$ cat src/rtl/adc_seq_pkg.sv
// -----------------------------------------------------------------------------
// adc_seq_pkg
// Shared definitions for the MAX10 ADC sequencer: FSM state encoding, bit
// positions of the result word fields, and a helper that assembles a result
// word from its fields.
// -----------------------------------------------------------------------------
package adc_seq_pkg;

    typedef enum logic [1:0] {
        IDLE      = 2'd0,
        ISSUE     = 2'd1,
        WAIT_RESP = 2'd2,
        PRESENT   = 2'd3
    } seq_state_e;

    // Result word layout
    localparam int OD_MISMATCH_BIT = 31;
    localparam int OD_TIMEOUT_BIT  = 30;
    localparam int OD_CH_LSB       = 16;
    localparam int OD_CH_W         = 5;
    localparam int OD_DATA_LSB     = 0;
    localparam int OD_DATA_W       = 12;

    // Build a result word; all reserved bits are zero.
    function automatic logic [31:0] pack_word(
        input logic        mismatch,
        input logic        timeout,
        input logic [4:0]  ch,
        input logic [11:0] data
    );
        logic [31:0] w;
        w                              = 32'd0;
        w[OD_MISMATCH_BIT]             = mismatch;
        w[OD_TIMEOUT_BIT]              = timeout;
        w[OD_CH_LSB +: OD_CH_W]        = ch;
        w[OD_DATA_LSB +: OD_DATA_W]    = data;
        return w;
    endfunction

endpackage

$ cat src/rtl/adc_seq_accum.sv
// -----------------------------------------------------------------------------
// adc_seq_accum
// Sample accumulator for the ADC sequencer. Sums 2^AVG_LOG2 unsigned 12-bit
// samples and reports the truncated average, including the sample currently
// being added, so the result is available in the same cycle as the final
// sample.
//
// Ports:
//   clk      in   clock
//   rst_n    in   synchronous active-low reset
//   clear_i  in   clear sum and count (result word handed off)
//   add_i    in   add data_i to the sum, bump the count
//   data_i   in   12-bit sample
//   last_o   out  the sample being offered now is the final one of the word
//   avg_o    out  (sum + data_i) >> AVG_LOG2
// -----------------------------------------------------------------------------
module adc_seq_accum #(
    parameter int AVG_LOG2 = 3
) (
    input  logic        clk,
    input  logic        rst_n,
    input  logic        clear_i,
    input  logic        add_i,
    input  logic [11:0] data_i,
    output logic        last_o,
    output logic [11:0] avg_o
);

    // Wide enough that 2^AVG_LOG2 full-scale samples can never overflow.
    localparam int ACC_W = 12 + AVG_LOG2;
    localparam int CNT_W = AVG_LOG2 + 1;
    localparam logic [CNT_W-1:0] LAST_CNT = CNT_W'((1 << AVG_LOG2) - 1);

    logic [ACC_W-1:0] acc_q;
    logic [ACC_W-1:0] acc_d;
    logic [ACC_W-1:0] sum_s;
    logic [ACC_W-1:0] sum_shift_s;
    logic [CNT_W-1:0] cnt_q;
    logic [CNT_W-1:0] cnt_d;

    assign sum_s       = acc_q + ACC_W'(data_i);
    assign sum_shift_s = sum_s >> AVG_LOG2;
    assign avg_o       = sum_shift_s[11:0];
    assign last_o      = (cnt_q == LAST_CNT);

    // Next-state for sum and sample count; clear wins over add.
    always_comb begin
        acc_d = acc_q;
        cnt_d = cnt_q;
        if (clear_i) begin
            acc_d = '0;
            cnt_d = '0;
        end else if (add_i) begin
            acc_d = sum_s;
            cnt_d = cnt_q + CNT_W'(1);
        end else begin
            acc_d = acc_q;
            cnt_d = cnt_q;
        end
    end

    // Sum and count registers.
    always_ff @(posedge clk) begin
        if (!rst_n) begin
            acc_q <= '0;
            cnt_q <= '0;
        end else begin
            acc_q <= acc_d;
            cnt_q <= cnt_d;
        end
    end

endmodule

$ cat src/rtl/adc_sequencer.sv
// -----------------------------------------------------------------------------
// adc_sequencer
// Scans MAX10 ADC channels FIRST_CHANNEL..FIRST_CHANNEL+NUM_CHANNELS-1 one
// command at a time, collects the matching responses and hands one 32-bit
// result word per channel to the CPU stream.
//
// Build option: define ADC_SEQ_AVERAGE_EN to average 2^AVG_LOG2 samples per
// word (adc_seq_accum). Without it each word carries a single raw sample and
// AVG_LOG2 has no effect.
//
// Ports:
//   clk, rst_n                 clock, synchronous active-low reset
//   command_valid/_channel/
//   _startofpacket/_endofpacket  single-beat ADC command (registered)
//   command_ready              ADC accepts command
//   response_valid/_channel/
//   _data                      ADC sample
//   out_data, out_stb          result word and its valid (registered)
//   out_ack                    CPU accepts the word
//
// Result word: [31] foreign-channel response seen, [30] a command timed out,
// [20:16] channel, [11:0] sample or average.
// -----------------------------------------------------------------------------
module adc_sequencer
    import adc_seq_pkg::*;
#(
    parameter int FIRST_CHANNEL = 1,
    parameter int NUM_CHANNELS  = 4,
    parameter int AVG_LOG2      = 3,
    parameter int TIMEOUT       = 1023
) (
    input  logic        clk,
    input  logic        rst_n,
    output logic        command_valid,
    output logic [4:0]  command_channel,
    output logic        command_startofpacket,
    output logic        command_endofpacket,
    input  logic        command_ready,
    input  logic        response_valid,
    input  logic [4:0]  response_channel,
    input  logic [11:0] response_data,
    output logic [31:0] out_data,
    output logic        out_stb,
    input  logic        out_ack
);

    localparam logic [4:0] FIRST_CH_C = 5'(FIRST_CHANNEL);
    localparam logic [4:0] LAST_CH_C  = 5'(FIRST_CHANNEL + NUM_CHANNELS - 1);
    // Counter walks 0..TIMEOUT-1; the TIMEOUT-th waiting cycle gives up.
    localparam int TMO_W = (TIMEOUT > 1) ? $clog2(TIMEOUT) : 1;
    localparam logic [TMO_W-1:0] TMO_LAST_C = TMO_W'(TIMEOUT - 1);

    seq_state_e        state_q;
    seq_state_e        state_d;
    logic              cmd_valid_q;
    logic              cmd_valid_d;
    logic [4:0]        cmd_channel_q;
    logic [4:0]        cmd_channel_d;
    logic              out_stb_q;
    logic              out_stb_d;
    logic [31:0]       out_data_q;
    logic [31:0]       out_data_d;
    logic              mismatch_q;
    logic              mismatch_d;
    logic              timeout_q;
    logic              timeout_d;
    logic [TMO_W-1:0]  tmo_cnt_q;
    logic [TMO_W-1:0]  tmo_cnt_d;

    logic              match_s;
    logic              last_s;
    logic [11:0]       avg_s;
    logic              acc_add_s;
    logic              acc_clear_s;

    assign match_s = response_valid && (response_channel == cmd_channel_q);

`ifdef ADC_SEQ_AVERAGE_EN
    adc_seq_accum #(
        .AVG_LOG2 (AVG_LOG2)
    ) u_accum (
        .clk     (clk),
        .rst_n   (rst_n),
        .clear_i (acc_clear_s),
        .add_i   (acc_add_s),
        .data_i  (response_data),
        .last_o  (last_s),
        .avg_o   (avg_s)
    );
`else
    // One sample per word: every matching response completes the word.
    assign last_s = 1'b1;
    assign avg_s  = response_data;
    logic unused_accum_ctrl_s;
    assign unused_accum_ctrl_s = acc_add_s ^ acc_clear_s;
`endif

    // Next-state, flag, channel and result-word logic.
    always_comb begin
        state_d       = state_q;
        cmd_channel_d = cmd_channel_q;
        mismatch_d    = mismatch_q;
        timeout_d     = timeout_q;
        tmo_cnt_d     = tmo_cnt_q;
        out_data_d    = out_data_q;
        acc_add_s     = 1'b0;
        acc_clear_s   = 1'b0;

        case (state_q)
            IDLE: begin
                state_d = ISSUE;
            end

            ISSUE: begin
                tmo_cnt_d = '0;
                if (command_ready) begin
                    state_d = WAIT_RESP;
                end else begin
                    state_d = ISSUE;
                end
            end

            WAIT_RESP: begin
                // A matching response beats a timeout in the same cycle.
                if (match_s) begin
                    acc_add_s = 1'b1;
                    tmo_cnt_d = '0;
                    if (last_s) begin
                        state_d    = PRESENT;
                        out_data_d = pack_word(mismatch_q, timeout_q,
                                               cmd_channel_q, avg_s);
                    end else begin
                        state_d = ISSUE;
                    end
                end else if (tmo_cnt_q == TMO_LAST_C) begin
                    timeout_d = 1'b1;
                    tmo_cnt_d = '0;
                    state_d   = ISSUE;
                    if (response_valid) begin
                        mismatch_d = 1'b1;
                    end else begin
                        mismatch_d = mismatch_q;
                    end
                end else begin
                    tmo_cnt_d = tmo_cnt_q + TMO_W'(1);
                    if (response_valid) begin
                        mismatch_d = 1'b1;
                    end else begin
                        mismatch_d = mismatch_q;
                    end
                end
            end

            PRESENT: begin
                if (out_ack) begin
                    state_d     = ISSUE;
                    mismatch_d  = 1'b0;
                    timeout_d   = 1'b0;
                    acc_clear_s = 1'b1;
                    if (cmd_channel_q == LAST_CH_C) begin
                        cmd_channel_d = FIRST_CH_C;
                    end else begin
                        cmd_channel_d = cmd_channel_q + 5'd1;
                    end
                end else begin
                    state_d = PRESENT;
                end
            end

            default: begin
                state_d = IDLE;
            end
        endcase

        // Outputs are registered copies of the state being entered.
        cmd_valid_d = (state_d == ISSUE);
        out_stb_d   = (state_d == PRESENT);
    end

    // State and output registers.
    always_ff @(posedge clk) begin
        if (!rst_n) begin
            state_q       <= IDLE;
            cmd_valid_q   <= 1'b0;
            cmd_channel_q <= FIRST_CH_C;
            out_stb_q     <= 1'b0;
            out_data_q    <= 32'd0;
            mismatch_q    <= 1'b0;
            timeout_q     <= 1'b0;
            tmo_cnt_q     <= '0;
        end else begin
            state_q       <= state_d;
            cmd_valid_q   <= cmd_valid_d;
            cmd_channel_q <= cmd_channel_d;
            out_stb_q     <= out_stb_d;
            out_data_q    <= out_data_d;
            mismatch_q    <= mismatch_d;
            timeout_q     <= timeout_d;
            tmo_cnt_q     <= tmo_cnt_d;
        end
    end

    // Single-beat packets: SOP and EOP coincide with valid.
    assign command_valid         = cmd_valid_q;
    assign command_startofpacket = cmd_valid_q;
    assign command_endofpacket   = cmd_valid_q;
    assign command_channel       = cmd_channel_q;
    assign out_stb               = out_stb_q;
    assign out_data              = out_data_q;

endmodule
$ cat config.mk
export PLATFORM = sky130hd
export DESIGN_NAME = adc_sequencer
export DESIGN_NICKNAME = d
export VERILOG_FILES = /design/src/rtl/adc_seq_pkg.sv /design/src/rtl/adc_seq_accum.sv /design/src/rtl/adc_sequencer.sv
export SDC_FILE = /design/constraint.sdc
export NUM_CORES = 1
export LEC_CHECK = 0
export CAP_MARGIN = 20
export CELL_PAD_IN_SITES_DETAIL_PLACEMENT = 1
export CELL_PAD_IN_SITES_GLOBAL_PLACEMENT = 2
export CORE_ASPECT_RATIO = 1.25
export CORE_MARGIN = 1.5
export CORE_UTILIZATION = 27
export CTS_CLUSTER_SIZE = 14
export DETAILED_ROUTE_END_ITERATION = 8
export HOLD_SLACK_MARGIN = 0.1
export PLACE_DENSITY_LB_ADDON = 0.1
export SLEW_MARGIN = 20
export SYNTH_ARGS = -nofsm -noshare
export SYNTH_HDL_FRONTEND = slang
export SYNTH_HIERARCHICAL = 1
export SYNTH_SLANG_ARGS = --single-unit
$ cat constraint.sdc
create_clock -name clk -period 2.4 [get_ports clk]
set_input_delay 0.48 -clock clk [delete_from_list [all_inputs] [get_ports clk]]
set_output_delay 0.48 -clock clk [all_outputs]
set_load 0.005 [all_outputs]
## Yosys cells after proc, flatten, opt, wreduce, memory -nomap -nowiden

Index checks and enable logic that the tools add are counted.

| operators by class | value |
|---|---|
| $add $sub $neg | 2 |
| equality and inequality tests | 12 |
| mux-type cells | 16 |
| reduce and logical (&&, ||, !) cells | 8 |

Operators with widths:

| cell | number |
|---|---|
| 10-bit 2-to-1 mux | 2 |
| 10-bit one-hot mux with 2 select lines | 1 |
| 10-bit by 1-bit adder with 10-bit output (second input constant) | 1 |
| 10-bit == test (second input constant) | 1 |
| 2-bit 2-to-1 mux | 4 |
| 2-bit inequality test (second input constant) | 4 |
| 2-bit one-hot mux with 4 select lines | 1 |
| 4-bit AND reduction | 2 |
| 2-bit == test (second input constant) | 3 |
| 5-bit by 1-bit adder with 5-bit output (second input constant) | 1 |
| 5-bit by 3-bit == test with 1-bit output (second input constant) | 1 |
| 5-bit == test | 1 |
| 1-bit 2-to-1 mux | 5 |
| 5-bit 2-to-1 mux | 1 |
| 2-bit by 1-bit == test with 1-bit output (second input constant) | 2 |
| 1-bit one-hot mux with 2 select lines | 2 |
| 2-bit AND reduction | 2 |
| 2-bit nonzero test | 2 |
| 2-bit logical NOT | 1 |
| 1-bit logical AND | 1 |

| storage, ports and cells | value |
|---|---|
| register bits after elaboration | 40 |
| output and inout bits | 41 |

## Logic depth before layout (Yosys ltp)

| depth | value |
|---|---|
| word-level depth | 5 |
| depth in mapped cells | 8 |
| mapped depth without buffers | 7 |

## Worst setup path before layout

OpenSTA, ideal clock, no wires.

| path | value |
|---|---|
| kind | reg-to-reg |
| from | register state_q[0] |
| to | register tmo_cnt_q[9] |
| arrival | 1.614 ns |
| data required time | 2.285 ns |
| path slack | 0.671 ns |
| stages on the path, launching flop included | 9 |
| path buffers | 1 |
| clock period less this slack | 1.729 ns |
| cell sequence | dfxtp_1 inv_1 ha_1 buf_2 nand2_1 nor4_1 and3_1 xnor2_1 nor2_1 |

| on the way | value |
|---|---|
| longest elaborated chain between the ends | 2 |
| elaborated cells between the ends (all ways) | 4 |

Ends and longest elaborated chain:

| element | RTL line | text |
|---|---|---|
| from (decl) | adc_sequencer.sv:53 | `seq_state_e state_q;` |
| from (signal assigned) | adc_sequencer.sv:192 | `state_q <= state_d;` |
| 2-bit == test / 2-bit by 1-bit == test with 1-bit output (equally long branches) | adc_sequencer.sv:109 | `case (state_q)` |
| 10-bit one-hot mux with 2 select lines / 2-bit nonzero test (equally long branches) | - |  |
| to (signal assigned) | adc_sequencer.sv:199 | `tmo_cnt_q <= tmo_cnt_d;` |
| to (decl) | adc_sequencer.sv:67 | `logic [TMO_W-1:0] tmo_cnt_q;` |

Parallel ways exist; a longest one is shown, timed or not.
A chain may end at the register's enable or synchronous reset.

## Worst setup path in the final report

| path | value |
|---|---|
| from | input port response_channel[0] |
| to | register out_data_q[20] (netlist: out_data[20]) |

| on the way | value |
|---|---|
| longest elaborated chain between the ends | 3 |

Ends and longest elaborated chain:

| element | RTL line | text |
|---|---|---|
| from (decl) | adc_sequencer.sv:40 | `input logic [4:0] response_channel,` |
| 5-bit == test | adc_sequencer.sv:76 | `assign match_s = response_valid && (response_channel == cmd_channel_q);` |
| 1-bit logical AND | adc_sequencer.sv:76 |  |
| 2-bit AND reduction (no source line) | - |  |
| to (signal assigned) | adc_sequencer.sv:196 | `out_data_q <= out_data_d;` |
| to (decl) | adc_sequencer.sv:61 | `logic [31:0] out_data_q;` |

Every way passes these cells.

==> flow_metrics.py <==
metrics = {
    "route": {
        "via_per_inst": 4.418,
        "drt_wl_total_um": 4652,
        "drt_drc_violations_left": 0,
        "wl_met1_um": 2057,
        "met3_wirelength_um": 167,
        "top_routing_layer_in_use": "met4",
        "drt-pass1-iter-count": 3,
        "route.vias.total": 1564,
        "first_drt_iteration_drcs": 52,
        "average_wire_length_per_cell_after_detail_routing_um": 13.14,
        "dr_wl_met2_um": 2381,
        "detail-route-antenna-nets": 0,
    },
    "setup_path": {
        "crit-reg2reg-launch": "state_q[1]",
        "worst_setup_path_start_kind": "input port",
        "critical_path_peak_fanout": 10,
        "critical_path.endpoint": "out_data[20]",
        "ff2ff_setup_slack_ps": 560,
        "reg2reg_depth": 7,
        "setup.worst_path.end_class": "register",
        "worst_ep_required_ps": 2580,
        "worst_ep_arrival_time_ps": 2160,
        "cp-startpoint": "response_channel[0]",
        "reg2reg_to": "tmo_cnt_q[9]",
        "critical_path_class": "in -> reg",
    },
    "logic_synthesis": {
        "synth-seq-area-share": 0.3990,
        "synth_area_um2": 2007,
        "yosys.area_share.xor_xnor": 0.06546,
        "yosys.area_share.adder": 0.04988,
        "post_synthesis_register_bit_count": 40,
        "post_synth_edffs": 0,
        "synth_top_cell_by_area": "sky130_fd_sc_hd__dfxtp_1",
        "yosysWarningCount": 6,
        "cell_count_after_synthesis": 211,
        "yosys.area.top_type_share": 0.3990,
        "synth.lib_cells_used.distinct": 42,
        "synth-compound-area-share": 0.07357,
        "synth.area.top_cells": "sky130_fd_sc_hd__dfxtp_1 40%, sky130_fd_sc_hd__mux2i_1 9.5%, sky130_fd_sc_hd__nor2b_1 6.9%, sky130_fd_sc_hd__buf_4 5.6%, sky130_fd_sc_hd__xnor2_1 5.2%",
        "synth_top_family_by_area": "simple AND/OR/NAND/NOR gates",
        "synthSimpleGateAreaFrac": 0.2157,
        "post-synth-top-count-cell": "sky130_fd_sc_hd__dfxtp_1",
        "async_set_reset_flop_share_out_of_synthesis": 0,
        "synth_flop_cell": "sky130_fd_sc_hd__dfxtp_1",
        "synth.top_cells.by_count": "40 x sky130_fd_sc_hd__dfxtp_1, 22 x sky130_fd_sc_hd__nor2b_1, 19 x sky130_fd_sc_hd__mux2i_1",
        "synth.mux.area_fraction": 0.09476,
        "mean_instance_size_in_the_synthesized_netlist_um2": 9.511,
    },
    "sta": {
        "setup_repair_after_global_routing_missed_its_margin": "no",
        "setup-tns-final_ps": 0,
        "report.final.hold_viol_count": 0,
        "worst_clock_skew_ps": 12.43,
        "maxClockFrequency_ghz": 0.5050,
        "timing.final.max_slew_violations": 0,
        "timing.final.setup_violations": 0,
        "fin_worst_hold_slack_ps": 504.7,
        "post-route-min-period_ps": 1980,
        "fin_crit_sh": 0.8251,
    },
    "clocking": {
        "clock_insertion_delay_worst_skew_ps": 290,
        "clk_pin_slew_worst_paths_ps": 80,
        "clockBufferDepth": 2,
        "cts_inserted_buffers": 5,
        "ctsResizeCount": 0,
        "cts_tree": "done",
        "cts.hold.buffers_added": 0,
        "numClockSinks": 40,
        "root_buffer": "sky130_fd_sc_hd__clkbuf_8",
        "post-cts-setup-buffer-count": 0,
        "cts_max_level": 2,
    },
    "flow_run": {
        "cap_viol_max_count": 0,
    },
    "placed_design": {
        "dpl.cell_count": 346,
        "buffer_ports.inserted": 49,
        "post-dp-hpwl_um": 3541,
        "gpl.final_weighted_congestion": 0.7615,
    },
    "floorplanning": {
        "floorplan.die_area_um2": 7963,
        "num_rows": 34,
        "initial_utilization": 0.2842,
        "fp.coreArea_um2": 7062,
        "dieHeight_um": 99.39,
        "design.portCount": 63,
        "chipWidth_um": 80.12,
    },
    "hold_path": {
        "timing.hold.worst.class": "reg -> reg",
    },
    "finish": {
        "num-nets-final": 293,
        "area_delta_synth_final_pct": 32.73,
        "num_antenna_cells": 0,
        "post_route_cells_drive_above_1_share": 0.07955,
        "fin_cells": 354,
    },
    "global_route": {
        "groute.usage.overall": 0.1234,
        "first_global_vias": 1547,
        "gr-total-overflow": 0,
        "grt_max_degree": 15,
        "grt_antenna_before_repair": 0,
        "grt_first_pass_wirelength_um": 7645,
    },
    "status": {
        "status": "finished clean",
    },
    "power": {
        "p_total_mw": 1.449,
        "power.density_nw_per_um2": 544.1,
        "p_leak_nw": 0.9357,
        "irDropWorstVdd_uv": 228.4,
    },
}
==> cells by family after synthesis <==
group,count (synthesis)
flops,40
other cells,1
compound gates,19
mux,19
fa+ha+maj,8
xor+xnor,15
buf+inv,32
simple gates,77
==> layout make-up <==
class / count / area, um2
sequential: 40 / 800.8
tap: 90 / 112.6
multi-input combinational: 151 / 1051
timing repair buffer: 55 / 535.5
clock inverter: 1 / 30.03
clock buffer: 7 / 96.34
fill: 852 / 4398
inverter: 10 / 37.54
==> how the worst min path moves through the flow <==
stage	from	end	slack [ps]	cells past startpoint
floorplan	mismatch_q	mismatch_q	460	2
global placement	out_data[3]	out_data[3]	500	2
detailed placement	mismatch_q	mismatch_q	500	2
CTS	mismatch_q	mismatch_q	510	2
global route	out_data[17]	out_data[17]	540	2
finish	mismatch_q	mismatch_q	500	2
==> registers in the layout (all words and copies together) (netlist names) <==
| name | flops |
|---|---|
| out_stb | 1 |
| timeout_q | 1 |
| state_q | 2 |
| command_channel | 5 |
| mismatch_q | 1 |
| tmo_cnt_q | 10 |
| command_endofpacket | 1 |
| out_data | 19 |
==> per-stage QoR <==
step / utilization / setup WS (ps) / cell area (um2)
CTS: 0.3772 / 427.3 / 2664
global placement: 0.3593 / 184.0 / 2537
finish: 0.3772 / 419.7 / 2664
floorplan: - / 671.0 / 2052
detailed placement: 0.3593 / 107.3 / 2537
global route: 0.3772 / 305.9 / 2664
==> critical path, cell delays in order <==
cell and delay [ps]:
sky130_fd_sc_hd__clkdlybuf4s50_1 500, sky130_fd_sc_hd__xnor2_1 150, sky130_fd_sc_hd__nand4_2 220, sky130_fd_sc_hd__nor3_4 280, sky130_fd_sc_hd__buf_4 270, sky130_fd_sc_hd__mux2i_1 200, sky130_fd_sc_hd__nor2b_1 60
==> cells in the final DEF (no fill, tap or decap), types with 2 or more instances in the layout <==
cell type,instances
sky130_fd_sc_hd__mux2i_1,19
sky130_fd_sc_hd__o21a_1,3
sky130_fd_sc_hd__nor3_1,5
sky130_fd_sc_hd__conb_1,13
sky130_fd_sc_hd__xnor2_1,12
sky130_fd_sc_hd__xor2_1,3
sky130_fd_sc_hd__nand4_1,2
sky130_fd_sc_hd__nand3_1,10
sky130_fd_sc_hd__nor2_1,13
sky130_fd_sc_hd__ha_1,8
sky130_fd_sc_hd__and3_1,4
sky130_fd_sc_hd__nand4_2,2
sky130_fd_sc_hd__nor2b_1,22
sky130_fd_sc_hd__buf_4,6
sky130_fd_sc_hd__dfxtp_1,40
sky130_fd_sc_hd__nand2_1,11
sky130_fd_sc_hd__clkbuf_8,7
sky130_fd_sc_hd__inv_1,10
sky130_fd_sc_hd__o21ai_0,4
sky130_fd_sc_hd__clkdlybuf4s50_1,49
sky130_fd_sc_hd__o31a_1,2
==> layer usage <==
metal  vias to the layer above  GRT usage
met1                       751     0.1429
met2                        30     0.2198
met3                         4    0.02936
li1                        779          -
met4                         0    0.03979
met5                         -          0
==> where the power goes <==
part | leakage [nW] | switching, mW | internal, mW
registers | 0.323 | 0.00854 | 0.673
clock network | 0.0645 | 0.231 | 0.367
logic | 0.548 | 0.0793 | 0.0902
No activity file was read; power rests on OpenSTA's default activity.
